`config.mk`:
```
export PLATFORM = sky130hd
export DESIGN_NAME = writeback_pc_unit_flat
export DESIGN_NICKNAME = d
export VERILOG_FILES = /design/src/rtl/writeback_pc_unit_if.sv /design/src/rtl/writeback_pc_unit.sv /design/src/flat_wrapper.sv
export SDC_FILE = /design/constraint.sdc
export NUM_CORES = 2
export LEC_CHECK = 0
export CORE_MARGIN = 3
export CORE_UTILIZATION = 62
export DETAILED_ROUTE_END_ITERATION = 10
export PLACE_DENSITY_LB_ADDON = 0.25
export RECOVER_POWER = 25
export SKIP_CTS_REPAIR_TIMING = 1
export SKIP_LAST_GASP = 1
export SLEW_MARGIN = 20
export SYNTH_ARGS = -nofsm -noshare
export SYNTH_HDL_FRONTEND = slang
export SYNTH_SLANG_ARGS = --single-unit
```
`constraint.sdc`:
```
create_clock -name clk -period 81.5 [get_ports clk]
set_input_delay 16.3 -clock clk [delete_from_list [all_inputs] [get_ports clk]]
set_output_delay 16.3 -clock clk [all_outputs]
set_load 0.02 [all_outputs]
```
`src/rtl/writeback_pc_unit_if.sv`:
```
// Instruction-memory fetch handshake between writeback_pc_unit (master) and imem (slave).
interface writeback_pc_unit_if;
    logic        imem_req;
    logic [31:0] imem_addr;
    logic        imem_ack;
    logic [31:0] imem_rdata;

    modport master (
        output imem_req,
        output imem_addr,
        input  imem_ack,
        input  imem_rdata
    );

    modport slave (
        input  imem_req,
        input  imem_addr,
        output imem_ack,
        output imem_rdata
    );
endinterface

```
`src/rtl/writeback_pc_unit.sv`:
```
// PC, register file and fetch/commit sequencer for the single-cycle core.
// Optional macro WB_PC_RELATIVE_EN: branch target is pc-relative instead of absolute.
module writeback_pc_unit #(
    parameter logic [31:0] RESET_PC      = 32'h0000_0000,
    parameter int unsigned FETCH_TIMEOUT = 16
) (
    input  logic                       clk,
    input  logic                       rst,
    writeback_pc_unit_if.master        imem,
    output logic [31:0]                instr,
    output logic                       instr_valid,
    input  logic [4:0]                 rs1_addr,
    input  logic [4:0]                 rs2_addr,
    input  logic [4:0]                 rd_addr,
    output logic [31:0]                rs1_data,
    output logic [31:0]                rs2_data,
    input  logic [31:0]                sonuc,
    input  logic                       pc_update,
    input  logic                       we,
    input  logic                       hata,
    output logic [31:0]                pc,
    output logic                       halted,
    output logic [1:0]                 err_code
);

    localparam int unsigned CW = (FETCH_TIMEOUT > 2) ? $clog2(FETCH_TIMEOUT) : 1;

    typedef enum logic [1:0] {
        IDLE,
        FETCH,
        EXEC,
        HALT
    } state_t;

    state_t        state;
    state_t        state_next;
    logic [CW-1:0] cnt;
    logic [31:0]   regs [32];
    logic          timeout;
    logic          taken;
    logic          reg_write;
    logic [31:0]   target;
    logic [31:0]   pc_next;

    assign timeout   = (cnt == CW'(FETCH_TIMEOUT - 1));
    assign reg_write = (state == EXEC) && !hata && we && (rd_addr != 5'd0);

    // State register
    always_ff @(posedge clk or posedge rst) begin
        if (rst) begin
            state <= IDLE;
        end else begin
            state <= state_next;
        end
    end

    // Next-state logic; ack beats a same-cycle timeout, hata beats commit
    always_comb begin
        state_next = state;
        case (state)
            IDLE:  state_next = FETCH;
            FETCH: begin
                if (imem.imem_ack) begin
                    state_next = EXEC;
                end else if (timeout) begin
                    state_next = HALT;
                end
            end
            EXEC:  state_next = hata ? HALT : FETCH;
            HALT:  state_next = HALT;
            default: state_next = IDLE;
        endcase
    end

    // Moore outputs
    always_comb begin
        imem.imem_req  = (state == FETCH);
        imem.imem_addr = pc;
        instr_valid    = (state == EXEC);
        halted         = (state == HALT);
    end

    // X/Z on pc_update must not redirect the PC
    always_comb begin
        taken = (pc_update === 1'b1);
`ifdef WB_PC_RELATIVE_EN
        target = pc + (sonuc << 1);
`else
        target = sonuc << 1;
`endif
        pc_next = taken ? target : pc + 32'd4;
    end

    always_ff @(posedge clk or posedge rst) begin
        if (rst) begin
            pc       <= RESET_PC;
            instr    <= '0;
            cnt      <= '0;
            err_code <= 2'b00;
        end else begin
            case (state)
                FETCH: begin
                    if (imem.imem_ack) begin
                        instr <= imem.imem_rdata;
                        cnt   <= '0;
                    end else begin
                        cnt <= cnt + CW'(1);
                        if (timeout) begin
                            err_code <= 2'b10;
                        end
                    end
                end
                EXEC: begin
                    if (hata) begin
                        err_code <= 2'b01;
                    end else begin
                        pc <= pc_next;
                    end
                end
                default: ;
            endcase
        end
    end

    always_ff @(posedge clk or posedge rst) begin
        if (rst) begin
            for (int unsigned i = 0; i < 32; i++) begin
                regs[i] <= '0;
            end
        end else if (reg_write) begin
            regs[rd_addr] <= sonuc;
        end
    end

    // Reads see pre-commit contents; reg 0 is hardwired to zero
    always_comb begin
        rs1_data = (rs1_addr == 5'd0) ? '0 : regs[rs1_addr];
        rs2_data = (rs2_addr == 5'd0) ? '0 : regs[rs2_addr];
    end

endmodule

```
`src/flat_wrapper.sv`:
```
// flat-port wrapper written by rule: the top's interface ports become plain ports
module writeback_pc_unit_flat 
#(
    parameter logic [31:0] RESET_PC      = 32'h0000_0000,
    parameter int unsigned FETCH_TIMEOUT = 16
)
  (clk, rst, instr, instr_valid, rs1_addr, rs2_addr, rd_addr, rs1_data, rs2_data, sonuc, pc_update, we, hata, pc, halted, err_code, imem_imem_req, imem_imem_addr, imem_imem_ack, imem_imem_rdata);
  writeback_pc_unit_if imem_i ();
  input  logic clk;
  input  logic rst;
  output logic [31:0] instr;
  output logic instr_valid;
  input  logic [4:0] rs1_addr;
  input  logic [4:0] rs2_addr;
  input  logic [4:0] rd_addr;
  output logic [31:0] rs1_data;
  output logic [31:0] rs2_data;
  input  logic [31:0] sonuc;
  input  logic pc_update;
  input  logic we;
  input  logic hata;
  output logic [31:0] pc;
  output logic halted;
  output logic [1:0] err_code;
  output wire logic [$bits(imem_i.imem_req)-1:0] imem_imem_req;
  output wire logic [$bits(imem_i.imem_addr)-1:0] imem_imem_addr;
  input wire logic [$bits(imem_i.imem_ack)-1:0] imem_imem_ack;
  input wire logic [$bits(imem_i.imem_rdata)-1:0] imem_imem_rdata;
  assign imem_imem_req = imem_i.imem_req;
  assign imem_imem_addr = imem_i.imem_addr;
  assign imem_i.imem_ack = imem_imem_ack;
  assign imem_i.imem_rdata = imem_imem_rdata;
  writeback_pc_unit #(.RESET_PC(RESET_PC), .FETCH_TIMEOUT(FETCH_TIMEOUT)) u_core (.clk(clk), .rst(rst), .imem(imem_i), .instr(instr), .instr_valid(instr_valid), .rs1_addr(rs1_addr), .rs2_addr(rs2_addr), .rd_addr(rd_addr), .rs1_data(rs1_data), .rs2_data(rs2_data), .sonuc(sonuc), .pc_update(pc_update), .we(we), .hata(hata), .pc(pc), .halted(halted), .err_code(err_code));
endmodule
```
==> flow_metrics.tcl <==
set metrics [dict create \
    status "complete, but fails checks" \
    violations "capacitance limit, slew limit" \
    antenna_left 0 \
    track_usage_pct 35.6 \
    fmax_mhz 26.4 \
    place_ws_ns 43.53 \
    arrival_ns 21.60 \
    drv_slew 586 \
    path_max_fanout 70 \
    async_reset_ff_share_pct 100 \
    gp_congestion 0.818 \
    startpoint "rs1_addr[1]" \
    synth_seq_cells 1095 \
    cts.clk_slew.worst_paths_ns 0.06 \
    maxCapViolCount 5 \
    clk_latency_ns 0.70 \
    die_w_um 312 \
    ys_types 57 \
    synth_top_area_cell "dfrtp_1" \
    final_cell_area_um2 65000 \
    grt_pass1_vias 39100 \
    wire_per_inst_um 32.8 \
    worst_slack_ns 43.60 \
    syn_inst 3919 \
    dieHeight_um 312 \
    syn_area_per_cell_um2 14.8 \
    synthFlopType "dfrtp_1" \
    ir_worst_vdd_v 0.0000166 \
    ctsHtreeMaxLevel 3 \
    die_area_um2 97400 \
    fin_total_pwr_uw 1240 \
    hpwl_um 97200 \
    route.vias.total 38200 \
    wirelength_um 172000 \
    crit_type "input pin to primary output" \
    portBuffers 247 \
    core_area_um2 92400 \
    power_density_nw_per_um2 19.0 \
    ys_warn_count 0 \
    reg2reg_from "u_core.state[0]$_DFFE_PP0P_" \
    netlist_area_um2 58100 \
    finalHoldViolCount 0 \
    tritoncts "built" \
    dr.first_iter.drc_count 4333 \
    syn2layout_area_growth_pct 11.8 \
    drc 0 \
    drive_above_1_share_pct 49.0 \
    num_rows 111 \
    boundaryPins 250 \
    cts.sinks 1095 \
    holdCritStartpoint "u_core.regs[1022]$_DFFE_PP0P_" \
    cts_buffer_depth 3 \
    cts_inserted_buffers 114 \
    grt_max_degree 181 \
    fin_util_pct 70.3 \
    firstDrtPassIters 5 \
    dpl-instance-area_um2 61100 \
    ys_top_cells_by_area "dfrtp_1 (47%), mux2_2 (21%), mux4_2 (20%)" \
    hold_path_class "register to register" \
    fin_setup_tns_ns 0 \
    synth_edf_count 0 \
    worst_slew_pin_slew_ns 9.35 \
    synth_top_area_share_pct 47.2 \
    fin_crit_sh_pct 46.5 \
    initial_core_util_pct 62.9 \
    grt_overflow_total 0 \
    crit_required_ns 65.20 \
    relSlewSlack_pct -523 \
    vias_per_cell 7.26 \
    finalNetCount 4004 \
    fillers 6068 \
    cp-end-kind "primary output" \
    fin_skew_ns 0.0261 \
    cp-start-kind "input pin" \
    cellLeakagePower_uw 0.0300 \
    rsz0062_at_grt "false" \
    antenna_found_initial 9 \
    cts-root-buf "clkbuf_16" \
    finalSetupViolCount 0 \
    period_minus_slack_ns 37.90 \
    grt_pass1_wl_um 257000 \
    seq_area_frac_synth_pct 47.2 \
]
==> registers in the layout (all words and copies together) (netlist names) <==
register,cells
u_core.cnt,4
u_core.imem.imem_addr,31
u_core.state,2
u_core.regs,1024
u_core.instr,32
u_core.err_code,2
==> metrics by stage <==
| stage | hold slack [ns] | cells |
|---|---|---|
| 2_1_floorplan | 0.441 | 3920 |
| 3_3_place_gp | 0.377 | 5040 |
| 3_5_place_dp | 0.384 | 5043 |
| 4_1_cts | 0.398 | 5253 |
| 5_1_grt | 0.406 | 5255 |
| 6_report | 0.397 | 5257 |
==> power breakdown <==
| group | internal, µW | switching, µW |
|---|---|---|
| registers | 554 | 8.65 |
| logic | 46.8 | 77.8 |
| clock network | 329 | 220 |
==> cell families after synthesis <==
family | Yosys count | synth area share, %
buf+inv | 478 | 3.69
mux | 1732 | 43.3
simple gates | 264 | 2.21
compound gates | 347 | 3.60
flops | 1095 | 47.2
other cells | 1 | 0.00645
fa+ha+maj | 2 | 0.0431
==> cells in the mapped netlist, drive strengths merged (5+ instances only) <==
| cell type | number |
|---|---|
| mux2 | 1135 |
| dfrtp | 1095 |
| mux4 | 512 |
| clkbuf | 244 |
| buf | 229 |
| nand2 | 110 |
| a21oi | 105 |
| o21ai | 95 |
| mux2i | 85 |
| a31oi | 53 |
| a22oi | 48 |
| nor2 | 48 |
| nand3 | 19 |
| a221oi | 18 |
| nor3 | 14 |
| nor2b | 13 |
| and3 | 12 |
| nor4 | 12 |
| and2 | 6 |
| inv | 5 |
| nand2b | 5 |
| nand4 | 5 |
==> path summary, 6_finish.rpt <==
kind / to / slack, ns / cells after the start
worst max-delay path: rs1_data[18] / 43.60 / 10
worst min-delay path: u_core.regs[1022]$_DFFE_PP0P_ / 0.40 / 0
worst max register to register: u_core.regs[228]$_DFFE_PP0P_ / 77.70 / 5
worst min register to register: u_core.regs[1022]$_DFFE_PP0P_ / 0.40 / 0
max in group asynchronous: u_core.regs[181]$_DFFE_PP0P_ / 52.79 / 3
min in group asynchronous: u_core.imem.imem_addr[14]$_DFFE_PP0N_ / 17.93 / 2
==> routing by layer <==
layer  vias to the layer above  global-route usage, %  wire length [µm]  share of wire (%)
li1                      15000                      -                 -                  -
met4                         2                   14.8              7520                4.4
met5                         -                      0                13             0.0076
met2                      2195                   55.4             81000                 47
met1                     20500                   48.8             65500                 38
met3                       407                   8.88             18200                 11
==> final cells by class <==
type	count	area [µm²]	area share, %
timing repair buffer	354	3310	5.10
inverter	5	20.0	0.0308
multi-input combinational	2347	28700	44.2
sequential	1095	27400	42.2
antenna	3	7.51	0.0116
tap	1243	1560	2.39
clock buffer	168	3340	5.14
clock inverter	42	603	0.928
==> worst max-delay path, cell delays in order <==
cell and delay [ns]:
buf_8 0.59, buf_4 0.84, buf_4 0.84, buf_4 0.88, mux4_2 0.37, mux2i_1 0.07, a21oi_1 0.17, o21ai_0 0.12
a31oi_1 0.55, clkdlybuf4s50_1 0.73
==> layout by cell type, fill, tap and decap left out, types with 5 or more instances in the layout <==
cell and n:
nor2_1 44, clkbuf_16 115, clkdlybuf4s50_1 194, nand2_1 87, a21oi_1 105, nand4_1 5, a22oi_1 48, clkbuf_1 33
and2_1 6, buf_2 13, buf_8 6, nand3_1 19, dfrtp_1 1095, clkbuf_8 26, nor2b_4 6, a221oi_1 18
dlygate4sd3_1 34, and3_1 12, nor3_1 11, clkinv_2 22, nand2_2 23, buf_4 96, nor4_1 9, mux2i_1 85
mux4_2 512, mux2_1 33, bufinv_16 15, o21ai_0 95, a31oi_1 53, mux2_2 1102
(Power assumes the default switching activity.)
